$ cat src/rtl/adc_spi_config.sv
// 3-wire SPI master for ADC register access. One accepted command becomes one framed 24-bit transfer.
// Command accepted when idle; the next command must wait until the post-frame gap has elapsed.
module adc_spi_config #(
    parameter int CLK_DIV  = 4,
    parameter int CS_SETUP = 2,
    parameter int CS_HOLD  = 2,
    parameter int CS_GAP   = 4
) (
    input  logic        main_clk,
    input  logic        rst,
    input  logic        cmd_valid,
    output logic        cmd_ready,
    input  logic        cmd_rw,
    input  logic [12:0] cmd_addr,
    input  logic [7:0]  cmd_wdata,
    output logic        rsp_valid,
    output logic [7:0]  rsp_rdata,
    output logic        busy,
    output logic        adc_csb_n,
    output logic        adc_sclk,
    output logic        adc_sdio_out,
    output logic        adc_sdio_oe,
    input  logic        adc_sdio_in
);

    localparam int PW = (CLK_DIV > 1) ? $clog2(CLK_DIV) : 1;
    localparam logic [PW-1:0] PH_LAST = PW'(CLK_DIV - 1);
    localparam int TMAX = (CS_SETUP > CS_HOLD) ? ((CS_SETUP > CS_GAP) ? CS_SETUP : CS_GAP)
                                               : ((CS_HOLD > CS_GAP) ? CS_HOLD : CS_GAP);
    localparam int TW = $clog2(TMAX + 1);

    localparam logic [2:0] S_IDLE  = 3'd0;
    localparam logic [2:0] S_SETUP = 3'd1;
    localparam logic [2:0] S_SHIFT = 3'd2;
    localparam logic [2:0] S_HOLD  = 3'd3;
    localparam logic [2:0] S_GAP   = 3'd4;

    logic [2:0]    state;
    logic [TW-1:0] tmr;
    logic [PW-1:0] phase;
    logic [4:0]    bit_cnt;
    logic [22:0]   shreg;
    logic          is_read;
    logic [7:0]    rx;
    logic [23:0]   frame;

    // Read frames carry zeros in the data slot; the ADC drives those bits instead.
    assign frame = {cmd_rw, 2'b00, cmd_addr, (cmd_rw ? 8'h00 : cmd_wdata)};
    assign busy  = (state != S_IDLE);

    always_ff @(posedge main_clk) begin
        if (rst) begin
            state        <= S_IDLE;
            cmd_ready    <= 1'b0;
            rsp_valid    <= 1'b0;
            rsp_rdata    <= 8'h00;
            adc_csb_n    <= 1'b1;
            adc_sclk     <= 1'b0;
            adc_sdio_out <= 1'b0;
            adc_sdio_oe  <= 1'b0;
            tmr          <= '0;
            phase        <= '0;
            bit_cnt      <= 5'd0;
            shreg        <= '0;
            is_read      <= 1'b0;
            rx           <= 8'h00;
        end else begin
            rsp_valid <= 1'b0;
            case (state)
                S_IDLE: begin
                    cmd_ready <= 1'b1;
                    if (cmd_valid && cmd_ready) begin
                        state        <= S_SETUP;
                        cmd_ready    <= 1'b0;
                        tmr          <= TW'(CS_SETUP - 1);
                        shreg        <= frame[22:0];
                        is_read      <= cmd_rw;
                        adc_csb_n    <= 1'b0;
                        adc_sdio_oe  <= 1'b1;
                        adc_sdio_out <= frame[23];
                    end
                end
                S_SETUP: begin
                    if (tmr == '0) begin
                        state   <= S_SHIFT;
                        phase   <= '0;
                        bit_cnt <= 5'd23;
                    end else begin
                        tmr <= tmr - TW'(1);
                    end
                end
                S_SHIFT: begin
                    if (phase != PH_LAST) begin
                        phase <= phase + PW'(1);
                    end else begin
                        phase <= '0;
                        if (!adc_sclk) begin
                            adc_sclk <= 1'b1;
                        end else begin
                            adc_sclk <= 1'b0;
                            // Sample on the last high cycle, just before the falling edge.
                            if (is_read && bit_cnt <= 5'd7)
                                rx <= {rx[6:0], adc_sdio_in};
                            if (bit_cnt == 5'd0) begin
                                state <= S_HOLD;
                                tmr   <= TW'(CS_HOLD - 1);
                            end else begin
                                bit_cnt      <= bit_cnt - 5'd1;
                                shreg        <= {shreg[21:0], 1'b0};
                                adc_sdio_out <= shreg[22];
                                // Bus turnaround once the 16 instruction bits are out.
                                if (is_read && bit_cnt == 5'd8)
                                    adc_sdio_oe <= 1'b0;
                            end
                        end
                    end
                end
                S_HOLD: begin
                    if (tmr == '0) begin
                        state        <= S_GAP;
                        tmr          <= TW'(CS_GAP - 1);
                        adc_csb_n    <= 1'b1;
                        adc_sdio_oe  <= 1'b0;
                        adc_sdio_out <= 1'b0;
                        rsp_valid    <= 1'b1;
                        if (is_read)
                            rsp_rdata <= rx;
                    end else begin
                        tmr <= tmr - TW'(1);
                    end
                end
                S_GAP: begin
                    if (tmr == '0) begin
                        state     <= S_IDLE;
                        cmd_ready <= 1'b1;
                    end else begin
                        tmr <= tmr - TW'(1);
                    end
                end
                default: state <= S_IDLE;
            endcase
        end
    end

endmodule

$ cat config.mk
export PLATFORM = sky130hd
export DESIGN_NAME = adc_spi_config
export DESIGN_NICKNAME = d
export VERILOG_FILES = /design/src/rtl/adc_spi_config.sv
export SDC_FILE = /design/constraint.sdc
export NUM_CORES = 1
export LEC_CHECK = 0
export CAP_MARGIN = 15
export CORE_MARGIN = 2
export CORE_UTILIZATION = 50
export DETAILED_ROUTE_END_ITERATION = 7
export PLACE_DENSITY = 0.82
export SYNTH_ARGS = -nofsm -noshare
export SYNTH_HDL_FRONTEND = slang
export SYNTH_SLANG_ARGS = --single-unit
$ cat constraint.sdc
create_clock -name main_clk -period 3.81 [get_ports main_clk]
set_clock_uncertainty 0.05 [all_clocks]
set_input_delay 0.5715 -clock main_clk [delete_from_list [all_inputs] [get_ports main_clk]]
set_output_delay 0.5715 -clock main_clk [all_outputs]
set_load 0.1 [all_outputs]
; After elaboration in Yosys (flattened, before gate mapping)
; Index checks and enable logic that the tools add are counted.
[op_classes]
n_shift = 0
n_mul = 0
n_bitwise = 2
mux = 47
div = 0
n_eq_ne = 16
add_sub_neg = 3
n_lt_le_gt_ge = 1
n_reduce_logical = 28
[op_table]
columns = operator, n
row1 = $mux W23, 4
row2 = $pmux W23 S2, 1
row3 = $mux W3, 12
row4 = $ne A2 B2 Y1 const B, 11
row5 = $mux W5, 4
row6 = $mux W1, 15
row7 = $pmux W3 S5, 1
row8 = $reduce_and A7 Y1, 2
row9 = $pmux W3 S4, 1
row10 = $reduce_and A6 Y1, 2
row11 = $pmux W5 S2, 1
row12 = $reduce_and A5 Y1, 2
row13 = $mux W8, 1
row14 = $reduce_and A2 Y1, 4
row15 = $reduce_bool A2 Y1, 4
row16 = $eq A3 B2 Y1 const B, 2
row17 = $logic_not A3 Y1, 2
row18 = $pmux W1 S3, 2
row19 = $reduce_and A3 Y1, 2
row20 = $reduce_bool A3 Y1, 2
row21 = $eq A5 B4 Y1 const B, 1
row22 = $le A5 B3 Y1 const B, 1
row23 = $logic_not A5 Y1, 1
row24 = $sub A5 B1 Y5 const B, 1
row25 = 12 further kinds, 18
[totals]
romBits = 0
latchBits = 0
elab_cells = 111
ram_bits = 0
out_inout_bits = 15
input_bits = 26
mem_count = 0
ff_bits = 59

; Logic depth before layout (Yosys ltp)
; Gate-level depths: netlist (run 1).
[depth]
word_depth = 7
depth_mapped = 7
ltp_nobuf = 6

; Worst setup path before layout (run 1)
; Ideal clock, no wire load.
[synth_path]
path_type = reg-to-output
start = register state[0]
end = output busy
t_required_ps = 3188
t_arrival_ps = 1740
n_path_buf = 2
slack_ps = 1449
stages_incl_launch_ff = 5
path_cell_list = dfxtp_1 > clkbuf_1 > nor2_1 > clkbuf_1 > nand2_1
[synth_between]
elab_chain_cells = 1
[synth_rtl]
columns = element, line_no
row1 = "start, declared", 38  ; logic [2:0] state;
row2 = "start signal, assigned", 53  ; state <= S_IDLE;
row3 = "start signal, assigned", 73  ; state <= S_SETUP;
row4 = "start signal, assigned", 85  ; state <= S_SHIFT;
row5 = $reduce_bool A3 Y1, 49  ; assign busy = (state != S_IDLE);
row6 = "end, declared", 18  ; output logic busy,
; No other way between the ends.

; Final worst setup path (run 1)
[layout_path]
start = register adc_sclk
end = output adc_sclk
[layout_lines]
columns = element, line_no
row1 = "start, declared", 20  ; output logic adc_sclk,
row2 = "start signal, assigned", 58  ; adc_sclk <= 1'b0;
row3 = "start signal, assigned", 98  ; adc_sclk <= 1'b1;
row4 = "start signal, assigned", 100  ; adc_sclk <= 1'b0;
; No word-level cell between the ends.

==> summary.md, run 1 <==
| Metric | Value |
|---|---|
| Crit path max fanout | 5 |
| Count of final hold-check violations | 0 |
| Share of layout cells above drive strength 1 | slightly below 8% |
| Status | finished, final reports clean |
| RSZ-0062 raised after global routing | false |
| Critical Path, Cell by Cell | clkdlybuf4s50_1 |
| Register bit total from synthesis | 59 |
| Top cell type's share of synthesized area | a little over two fifths |
| R2R Setup Slk | ~1.3 ns |
| Diode count | 0 |
| Period utilization | 66.8% |
| Count of different cell masters after synthesis | 55 |
| Crit. Startpoint | adc_sclk |
| Syn avg cell area | 8.45 µm² |
| Clock Sink Count | a little under 60 |
| Top cells by area, synth | dfxtp_1 42%, a21oi_1 8.0%, a311oi_1 5.3% |
| Async SR Flop Fraction | 0% |
| Hold EP | shreg[21] |
| Crit path DAT | between 1.5 and 2 ns |
| Total power | ~1.9 mW |
| Multi-input gate area | approximately 1500 µm² |
| Vias | ~2,600 |
| Fmax | roughly 0.39 GHz |
| Root Buffer | clkbuf_8 |
| H-tree depth | 3 |
| Worst slew margin | between 30% and 40% |
| Largest net degree at the start of global routing | 60 |
| I/O Buffers | 40 |
| Most frequent cells in the layout | 59 x dfxtp_1, 45 x a21oi_1, 39 x nand2_1 |
| Worst reg2reg endpoint | rx[4] |
| Final ANT Viol Nets | 0 |
| Final setup fails | 0 |
| Leakage Power | 1.27 nW |
| Gr usage total | roughly 21% |
| Area Growth Syn to Fin | 22.4% |
| Sw Ratio | roughly 34% |
| Cell area after synthesis | ~2800 µm² |
| Storage cell area | between 1000 and 1500 µm² |
| Max rail drop VDD | 0.000297 V |
| Most common cell after layout, fill and taps aside | dfxtp_1 |
| Dpl hpwl | roughly 4.1 mm |
| Post-CTS Resized | 0 |
| Later-pin clock latency in the skew report | approximately 0.34 ns |
| Routed WL | 6.25 mm |
| Switching power | about 640 µW |
| Final global-route overflow total | 0 |
| FF-to-FF Start | state[1] |
| Worst Path Buf+Inv | 1 |
| YS warnings | 0 |
| Post-synthesis sequential area ratio | roughly two fifths |
| Post-synth EDFFs | 0 |
| CP Class | flop to primary output |
| Max Root-Sink Buffers | 2 |
| Vias per cell | between 5 and 6 |
| Starting Density | 51.6% |
| Top_reg_cell synth | dfxtp_1 |
| Worst hold start | shreg[21] |
| CORE AREA | roughly 5500 µm² |
| Slew Viols, Final | 0 |
| First-pass GRT wire length | 10.7 mm |
| Post-synthesis cell count | between 300 and 400 |
| Power Internal | between 1 and 1.5 mW |
| CP max-delay cell | clkdlybuf4s50_1 |
| Critical Path End Type | primary output |
| Number of nets in the layout | 394 |
| Initial antenna violation count | 0 |
| Syn_nets | between 300 and 400 |
| Post-route DRC | 0 |
| IO Pins | 41 |
| Post-DR wirelength/cell | approximately 14 µm |
| Worst path max stage delay | around 1.2 ns |
| CP startpoint kind | flop |
| Seq pwr share | roughly two fifths |
| Comb pwr share | a little over a quarter |
| First DRT Iteration DRCs | 170 |
| Chip width | approximately 80 µm |
| Hold_buf cts | 0 |
| Worst slew pin tran | slightly above 1 ns |
| Post-route setup TNS | 0 ns |
| Hold path depth | 2 |
| Die area | 6260 µm² |
| Worst-path clk slew | 0.07 ns |
| Setup bufs post-CTS | 0 |
| Num CTS Buffers | 9 |
| Vias in the first global route | ~2,300 |
| Chip height | 79.1 µm |
| Clock Power Share | about a third |
| TritonRoute pass-1 iters | 4 |
| Finished Core Util | 63.1% |
| PwrDens | 539 nW/µm² |
| Fillers | roughly 500 |
| Maxcap violations | 0 |
| Required time of the critical path | roughly 3.2 ns |
| Post-synth top area cell | dfxtp_1 |
| RePlAce Congestion | 0.890 |
| CTS tree | built |
| Family with the most delay on the worst path | buffers and inverters |
| Hold/Removal Path Class | flop to flop |
| Worst R2R Path Depth | 4 |
| Placement Rows | 27 |
| Crit path time final | between 2 and 3 ns |
-- metal layers --
layer	track usage (%)	routed length, µm	up-vias
met4	9.48	121	0
met5	0	0	-
li1	-	-	1287
met3	6.14	329	13
met2	33.8	2950	78
met1	27.4	2850	1196
-- stage by stage --
| stage | worst slack, ns | instances | cell area (µm²) | hold WS [ns] |
|---|---|---|---|---|
| global route | 1.13 | 440 | 3460 | 0.440 |
| finish | 1.27 | 440 | 3460 | 0.423 |
| floorplan | 1.45 | 334 | 2820 | 0.388 |
| detailed placement | 1.32 | 424 | 3230 | 0.415 |
| global placement | 1.42 | 424 | 3230 | 0.409 |
| CTS | 1.24 | 440 | 3460 | 0.425 |
-- layout make-up --
cell class	instances	share of cell area, %
sequential	59	34.2
clock inverter	7	2.90
timing repair buffer	44	12.2
clock buffer	9	3.58
inverter	11	1.19
tap	72	2.61
multi-input combinational	238	43.3
-- sequential cells by signal (all words and copies together), names as in the netlist, 2 cells and up --
| signal | flops |
|---|---|
| shreg | 23 |
| rsp_rdata | 8 |
| rx | 8 |
| bit_cnt | 5 |
| state | 3 |
| tmr | 3 |
| phase | 2 |
-- synthesized netlist by cell type, types with 2 or more instances --
master,n
dfxtp_1,59
a21oi_1,45
nand2_1,39
clkbuf_1,22
a311oi_1,17
nor2_1,17
nand3_1,14
o21ai_0,13
a211oi_1,11
inv_1,11
mux2i_1,9
nor3b_1,8
nor3_1,7
ha_1,5
a31oi_1,4
nand2b_1,4
nand3b_1,3
nand4_1,3
nor2b_1,3
o21a_1,3
o211ai_1,2
o21ai_1,2
-- kinds of logic after synthesis --
group / Yosys count / share of synthesized area, %
AND/OR/NAND/NOR: 112 / 21.4
AO/OA/AOI/OAI: 110 / 25.4
flip-flops: 59 / 41.8
buffers and inverters: 37 / 5.36
multiplexers: 9 / 3.19
adder cells (fa/ha/maj): 5 / 2.22
XOR/XNOR: 2 / 0.621
-- worst min-delay path: stages (launching register included) --
cell	delay (ns)
dfxtp_1	0.31
o21ai_0	0.06
a21oi_1	0.06
-- power groups by stage --
stage	Combinational, mW	Sequential [mW]	Clock [mW]
floorplan	0.328	0.778	0
global placement	0.472	0.742	0
detailed placement	0.481	0.743	0
CTS	0.483	0.731	0.657
global route	0.533	0.740	0.685
finish	0.484	0.732	0.647
-- worst max path at each step --
stage	end	slack, ns	depth (start not counted)
final	adc_sclk	1.27	1
after global routing	rx[3]	1.13	4
after CTS	adc_sclk	1.24	1
after detailed placement	rx[7]	1.32	4
after global placement	rx[6]	1.42	4
after floorplan	busy	1.45	4
(Power assumes the default switching activity.)
==> run 2: changes to the inputs <==
- CORE_UTILIZATION: 50 -> 49
- PLACE_DENSITY: 0.82 -> 0.84
- clock period: 3.81 -> 2.24 ns (I/O delays scaled with it)
==> summary.md, run 2 (same netlist as run 1, synthesis figures left out) <==
| Metric | Value |
|---|---|
| CTS tree | built |
| Hold_buf cts | 0 (unchanged) |
| Largest net degree at the start of global routing | 24 (-60%) |
| Root Buffer | clkbuf_8 |
| CP max-delay cell | or4b_1 |
| Post-placement cell area | 3280 µm² (+1.4%) |
| First DRT Iteration DRCs | 170 (unchanged) |
| Post-route cell area | 3540 µm² (+2.4%) |
| Biggest registers after layout | shreg x23, rsp_rdata x8, rx x8 |
| Leakage Power | 1.37 nW (+7.2%) |
| Most frequent cells in the layout | 58 x dfxtp_1, 45 x a21oi_1, 39 x nand2_1 |
| Hold_ws | 0.341 ns (-0.0823 ns) |
| Fmax | ~0.48 GHz |
| Critical Path End Type | flop |
| Pre-CTS setup slack | 0.156 ns (-1.17 ns) |
| CORE AREA | 5540 µm² (+1.2%) |
| Final setup fails | 0 (unchanged) |
| Final ANT Viol Nets | 0 (unchanged) |
| Num CTS Buffers | 9 (unchanged) |
| I/O Buffers | 40 (unchanged) |
| Final worst setup slack | 0.166 ns (-1.10 ns) |
| Hold/Removal Path Class | primary input to flop |
| Status | finished, final reports clean |
| Total power | 3.37 mW (+81%) |
| CP startpoint kind | flop |
| Initial antenna violation count | 0 (unchanged) |
| Family with the most delay on the worst path | compound AO/OA/AOI/OAI gates |
| CP Class | flop to flop |
| Worst Path Buf+Inv | 1 (unchanged) |
| Clock Sink Count | 59 (unchanged) |
| Diode count | 0 (unchanged) |
| Worst path max stage delay | 0.52 ns (-0.64 ns) |
| DP Cell Count | 433 (+2.1%) |
| Largest Register | shreg |
| Dpl hpwl | 4.36 mm (+5.7%) |
| Gr usage total | 22.0% (+0.48 points) |
| Later-pin clock latency in the skew report | 0.34 ns (about the same) |
| Vias per cell | 5.88 (+0.55%) |
| Required time of the critical path | 2.41 ns (-0.78 ns) |
| Slew Viols, Final | 0 (unchanged) |
| RSZ-0062 raised after global routing | false |
| Finished Core Util | 63.9% (+0.74 points) |
| Chip height | 79.9 µm (+0.97%) |
| Routed WL | 6.66 mm (+6.5%) |
| Area Growth Syn to Fin | 25.4% |
| Post-Layout Cell Count | 449 (+2.0%) |
| Vias | 2,641 (+2.6%) |
| Worst slew margin | 53.1% (+22 points) |
| Post-route DRC | 0 (unchanged) |
| Die area | 6380 µm² (+1.9%) |
| IO Pins | 41 (unchanged) |
| Starting Density | 50.9% (-0.63 points) |
| Most common cell after layout, fill and taps aside | dfxtp_1 |
| Count of final hold-check violations | 0 (unchanged) |
| Post-DR wirelength/cell | 14.8 µm (+4.3%) |
| Max reg flops | 23 (unchanged) |
| Number of nets in the layout | 403 (+2.3%) |
| H-tree depth | 3 (unchanged) |
| Worst-path clk slew | 0.07 ns (about the same) |
| Worst slew pin tran | 0.697 ns (-0.338 ns) |
| RePlAce Congestion | 0.865 (-2.8%) |
| Placement Rows | 27 (unchanged) |
| Final global-route overflow total | 0 (unchanged) |
| Crit path time final | 2.07 ns |
| Post-route setup TNS | 0 ns (unchanged) |
| Critical Path, Cell by Cell | inv_1, ha_1, or4b_1, o211a_1, a2111oi_1, o2bb2ai_1 |
| Post-CTS Resized | 0 (unchanged) |
| TritonRoute pass-1 iters | 4 (unchanged) |
| Share of layout cells above drive strength 1 | 14.1% (+6.2 points) |
| Period utilization | 92.6% |
| Max Root-Sink Buffers | 2 (unchanged) |
| Maxcap violations | 0 (unchanged) |
| Crit path max fanout | 6 (+1) |
| PwrDens | 952 nW/µm² (+77%) |
| Setup bufs post-CTS | 0 (unchanged) |
| Crit path DAT | 2.25 ns (+0.33 ns) |
| Max rail drop VDD | 0.000527 V (+77%) |
| Vias in the first global route | 2,547 (+11%) |
| First-pass GRT wire length | 11.2 mm (+5.2%) |
| Chip width | 79.9 µm (+0.97%) |
[run 2: cell count changes in the layout (fill, tap and decap cells not counted), sizes merged]
| cell | before | now |
|---|---|---|
| bufinv | 2 | 3 |
| clkbuf | 9 | 12 |
| clkinv | 3 | 1 |
| clkdlybuf4s50 | 38 | 24 |
| buf | 6 | 29 |
| inv | 13 | 11 |
[run 2: routing by layer]
layer  share of wire (%)  vias up  global-route usage (%)
li1                    -     1299                       -
met5                   0        -                       0
met1                  44     1260                    25.7
met2                  49       72                    37.9
met3                 5.3       10                    7.35
met4                 1.2        0                    6.61
[run 2: where the power goes]
part	total [mW]	internal, mW	switching [mW]
clock	1.25	0.828	0.423
combinational	0.892	0.330	0.562
sequential	1.22	1.15	0.0757
[run 2: worst paths after layout]
path	start	end	slack [ns]	cells past startpoint
worst max-delay path	bit_cnt[0]	tmr[2]	0.17	6
worst max register to register	bit_cnt[0]	tmr[2]	0.17	6
worst min register to register	shreg[8]	shreg[9]	0.43	2
worst min-delay path	rst	rsp_rdata[7]	0.34	2
[run 2: worst register-to-register path, cell delays in order (launching register included)]
cell	delay, ns
dfxtp_1	0.37
inv_1	0.10
ha_1	0.23
or4b_1	0.52
o211a_1	0.29
a2111oi_1	0.31
o2bb2ai_1	0.09
[run 2: cell type report]
type / instances / area (µm²)
inverters: 11 / 41.3
clock buffers: 12 / 165
clock inverters: 4 / 95.1
repair buffers: 53 / 468
well taps: 72 / 90.1
flip-flops and latches: 59 / 1180
fillers: 475 / 2000
multi-input cells: 238 / 1500
